## src/rtl/dmem_arbiter.sv

```systemverilog
// dmem_arbiter: shares the single-port data memory between the MEM stage (port 0) and a scanner (port 1).
// Optional build macro DMEM_ARB_RR_EN selects round-robin arbitration in place of port-0 priority with starvation guard.
`default_nettype none

module dmem_arbiter #(
  parameter int ADDR_W     = 32,
  parameter int DATA_W     = 32,
  parameter int STARVE_MAX = 4
) (
  input  logic              Clk,
  input  logic              Reset,
  input  logic              p0_req,
  input  logic              p0_we,
  input  logic [ADDR_W-1:0] p0_addr,
  input  logic [DATA_W-1:0] p0_wdata,
  input  logic              p1_req,
  input  logic              p1_we,
  input  logic [ADDR_W-1:0] p1_addr,
  input  logic [DATA_W-1:0] p1_wdata,
  output logic              p0_gnt,
  output logic              p1_gnt,
  output logic              p0_rvalid,
  output logic              p1_rvalid,
  output logic [DATA_W-1:0] p0_rdata,
  output logic [DATA_W-1:0] p1_rdata,
  output logic              mem_en,
  output logic              mem_we,
  output logic [ADDR_W-1:0] mem_addr,
  output logic [DATA_W-1:0] mem_wdata,
  input  logic [DATA_W-1:0] mem_rdata,
  output logic              cpu_stall
);

  typedef enum logic [1:0] {
    IDLE = 2'd0,
    RD0  = 2'd1,
    RD1  = 2'd2
  } rd_state_t;

  rd_state_t state;
  logic      p1_wins;

`ifdef DMEM_ARB_RR_EN
  // last = 1 means port 1 was granted most recently, so port 0 wins the next conflict
  logic last;

  assign p1_wins = ~last;

  always_ff @(posedge Clk or posedge Reset) begin
    if (Reset) begin
      last <= 1'b1;
    end else if (p0_gnt || p1_gnt) begin
      last <= p1_gnt;
    end
  end
`else
  localparam logic [3:0] STARVE_LIM = 4'(STARVE_MAX);

  logic [3:0] starve_cnt;

  assign p1_wins = (starve_cnt == STARVE_LIM);

  always_ff @(posedge Clk or posedge Reset) begin
    if (Reset) begin
      starve_cnt <= 4'd0;
    end else if (!p1_req || p1_gnt) begin
      starve_cnt <= 4'd0;
    end else if (starve_cnt != STARVE_LIM) begin
      starve_cnt <= starve_cnt + 4'd1;
    end
  end
`endif

  // Grants are suppressed while Reset is high so no access slips through mid-reset
  assign p0_gnt    = ~Reset & p0_req & (~p1_req | ~p1_wins);
  assign p1_gnt    = ~Reset & p1_req & (~p0_req |  p1_wins);
  assign cpu_stall = p0_req & ~p0_gnt;

  assign mem_en    = p0_gnt | p1_gnt;
  assign mem_we    = p1_gnt ? p1_we    : (p0_gnt & p0_we);
  assign mem_addr  = p1_gnt ? p1_addr  : p0_addr;
  assign mem_wdata = p1_gnt ? p1_wdata : p0_wdata;

  always_ff @(posedge Clk or posedge Reset) begin
    if (Reset) begin
      state <= IDLE;
    end else if (p0_gnt && !p0_we) begin
      state <= RD0;
    end else if (p1_gnt && !p1_we) begin
      state <= RD1;
    end else begin
      state <= IDLE;
    end
  end

  assign p0_rvalid = (state == RD0);
  assign p1_rvalid = (state == RD1);
  assign p0_rdata  = p0_rvalid ? mem_rdata : '0;
  assign p1_rdata  = p1_rvalid ? mem_rdata : '0;

endmodule

`default_nettype wire

```

## config.mk

```make
export PLATFORM = sky130hd
export DESIGN_NAME = dmem_arbiter
export DESIGN_NICKNAME = d
export VERILOG_FILES = /design/src/rtl/dmem_arbiter.sv
export SDC_FILE = /design/constraint.sdc
export NUM_CORES = 1
export LEC_CHECK = 0
export CAP_MARGIN = 40
export CORE_AREA = 2 2 116 118
export CTS_BUF_LIST = sky130_fd_sc_hd__clkbuf_2 sky130_fd_sc_hd__clkbuf_4 sky130_fd_sc_hd__clkbuf_8
export DETAILED_ROUTE_END_ITERATION = 7
export DIE_AREA = 0 0 118 120
export PLACE_DENSITY_LB_ADDON = 0.1
export SLEW_MARGIN = 0
export SYNTH_ARGS = -nofsm -noshare
export SYNTH_HDL_FRONTEND = slang
export SYNTH_SLANG_ARGS = --single-unit
export TNS_END_PERCENT = 5
```

## constraint.sdc

```tcl
create_clock -name Clk -period 6.1 [get_ports Clk]
set_clock_uncertainty 0.1 [all_clocks]
set_input_delay 1.22 -clock Clk [delete_from_list [all_inputs] [get_ports Clk]]
set_output_delay 1.22 -clock Clk [all_outputs]
set_load 0.01 [all_outputs]
```

==> impl_metrics.env <==
export IMPL_vias_per_cell=3.845
export IMPL_holdPathEnd="starve_cnt[2]"
export IMPL_synth_xor_xnor_area_share_pct=0.5663
export IMPL_synth_main_ff_cell="dfrtp_1"
export IMPL_insertion_delay_ns=0.22
export IMPL_crit_top_cell="clkdlybuf4s50_1"
export IMPL_place_hpwl_um=8854
export IMPL_syn_inst=176
export IMPL_drt_wl_total_um=9980
export IMPL_synth_top_family_by_area="multiplexers"
export IMPL_die_height_um=120
export IMPL_setup_ws_ns=1.079
export IMPL_crit_type="input port to output pin"
export IMPL_drc=0
export IMPL_worst_path_buf_inv=4
export IMPL_routabilityCongestion=0.7783
export IMPL_synth_compound_area_share_pct=4.207
export IMPL_p_leak_uw=0.001788
export IMPL_r2r_cells=6
export IMPL_arrival_ns=3.70
export IMPL_first_iter_violations=35
export IMPL_clk_pin_slew_ns=0.03
export IMPL_tightest_slew_ns=0.6773
export IMPL_final_hold_viol_count=0
export IMPL_dieArea_um2=14160
export IMPL_place_area_um2=4735
export IMPL_design_core_area_um2=12980
export IMPL_cts_resized_gates=0
export IMPL_yosys_warnings=0
export IMPL_max_cap_violations=0
export IMPL_finalSetupTns_ns=0
export IMPL_max_stage_delay_ns=0.58
export IMPL_ir_drop_mv=0.05421
export IMPL_grt_pass1_vias=2555
export IMPL_grt_pass1_wl_um=14230
export IMPL_postRouteAntennaNets=0
export IMPL_cts_max_path_buffers=2
export IMPL_cp_top_family="buffers and inverters"
export IMPL_crit_chain="clkdlybuf4s50_1 -> inv_1 -> a211oi_4 -> buf_4 -> mux2_2 -> clkdlybuf4s50_1"
export IMPL_hold_buffers=0
export IMPL_yosys_area_share_simple_pct=31.63
export IMPL_ios=301
export IMPL_p_switching_uw=101.6
export IMPL_drive_gt1_share_pct=12.13
export IMPL_nets=640
export IMPL_end_kind="output pin"
export IMPL_cts_tree="yes"
export IMPL_track_usage_pct=12.99
export IMPL_io_buffers=300
export IMPL_synth_mux_area_fraction_pct=46.60
export IMPL_antennaDiodeCount=0
export IMPL_drv_slew=0
export IMPL_cts_buffers=3
export IMPL_rows=42
export IMPL_synth_area_um2=1546
export IMPL_crit_fanout=53
export IMPL_drtPass1Iterations=2
export IMPL_rsz0062_at_grt="false"
export IMPL_finalCritPeriodShare_pct=82.32
export IMPL_fmax_mhz=199.2
export IMPL_multiInputGateArea_um2=1316
export IMPL_reg2reg_to="state[1]"
export IMPL_reg2reg_slack_ns=4.42
export IMPL_status="finished, final reports clean"
export IMPL_min_period_ns=5.021
export IMPL_synth_edf_count=0
export IMPL_gr_total_overflow=0
export IMPL_ys_types=25
export IMPL_worstReg2RegStart="starve_cnt[0]"
export IMPL_p_seq_share_pct=11.5
export IMPL_min_path_cells=1
export IMPL_power_density_nw_per_um2=79.44
export IMPL_area_growth_pct=208.8
export IMPL_required_ns=4.78
export IMPL_critPathLaunchType="input port"
export IMPL_h_tree_depth=1
export IMPL_root_buffer="clkbuf_8"
export IMPL_hp_class="flop to flop"
export IMPL_yosys_area_share_adder_pct=1.618
export IMPL_hold_path_startpoint="starve_cnt[2]"
export IMPL_maxSlewHeadroom_pct=54.85
export IMPL_wire_per_inst_um=15.45
export IMPL_comb_power_share_pct=72.8
export IMPL_fin_area_um2=4776
export IMPL_vias=2484
export IMPL_seqCellArea_um2=150.1
export IMPL_worstSetupPathDepth=6
export IMPL_swShare_pct=26.78
export IMPL_crit_slowest_cell="buf_4"
export IMPL_fillCellCount=1321
export IMPL_ys_seq_elements=6
export IMPL_synth_seq_area_share_pct=9.709
export IMPL_syn_nets=344
export IMPL_whs_ns=0.4765
export IMPL_post_cts_setup_buffers=0
export IMPL_internal_power_uw=277.8
export IMPL_async_reset_ff_share_pct=100.0
export IMPL_finalSetupViolations=0
export IMPL_cts_sinks=6
export IMPL_power_frac_clock_pct=15.6
export IMPL_die_x_um=118
export IMPL_grt_antenna_before_repair=0
export IMPL_preCtsSetupSlack_ns=1.059
export IMPL_grt_max_degree=54
export IMPL_synth_avg_cell_area_um2=8.787
export IMPL_start_util_pct=11.91
## worst max-delay path by stage
stage                start       endpoint  slack (ns)
floorplan           p1_req  mem_wdata[25]        2.50
global placement    p1_req   mem_wdata[9]        1.09
detailed placement  p1_req  mem_wdata[18]        1.06
CTS                 p1_req  mem_wdata[18]        1.04
global route        p1_req    mem_addr[6]        0.91
finish              p1_req    mem_addr[4]        1.08
## power by group through the flow
stage	logic, uW	registers [uW]	clock network, uW
2_1_floorplan	81.1	43.7	0
3_3_place_gp	279	44.1	0
3_5_place_dp	279	44.2	0
4_1_cts	281	43.7	60.5
5_1_grt	295	44.0	63.6
6_report	276	43.7	59.4
## registers in the layout (all words and copies together) (netlist names)
name	cells
state	2
starve_cnt	4
## cell usage in the layout (no fill, tap or decap), drive strengths merged, types with 2 or more instances in the layout
master	n
and2	64
buf	4
clkbuf	3
clkdlybuf4s50	300
dfrtp	6
ha	2
inv	4
mux2	64
nand3	3
nor2	2
nor2b	5
o21ai	2
## worst reg2reg max path, cell delays in order, from the launching register on
cell      delay (ns)
dfrtp_1         0.42
inv_1           0.08
ha_1            0.21
nand3b_4        0.13
a211oi_4        0.26
buf_4           0.27
nor2b_1         0.15
## synthesized netlist by cell type (2+ instances only)
master	count	share of area, %
o21ai_0	2	0.65
nor2b_1	5	2.0
and2_1	64	26
inv_1	4	0.97
clkbuf_1	6	1.5
mux2_1	16	12
buf_2	4	1.3
ha_1	2	1.6
nand3_1	3	0.97
dfrtp_1	6	9.7
buf_6	2	1.5
nor2_1	2	0.49
mux2_2	48	35
## cell families after synthesis
group,count (synthesis)
mux,64
compound gates,8
fa+ha+maj,2
simple gates,78
xor+xnor,1
buf+inv,17
flops,6
## metrics by stage
step           total power [uW]  utilization [%]  cells
3_3_place_gp              322.8            36.48    643
2_1_floorplan             124.8                -    176
6_report                  379.4            36.79    646
3_5_place_dp              322.7            36.48    643
5_1_grt                   402.5            36.79    646
4_1_cts                   385.3            36.79    646
## layout make-up
type | instances | share of cell area (%)
well taps | 176 | 4.611
inverters | 4 | 0.3144
flip-flops and latches | 6 | 3.144
repair buffers | 304 | 63.51
clock buffers | 3 | 0.8646
multi-input cells | 153 | 27.56
## per-layer routing
layer,share of wire [%],global-route usage (%)
met5,0,0
met3,14,7.462
met4,0,0
met2,54,26.49
met1,32,11.62
Note: power is estimated with default switching activity, not from simulation.
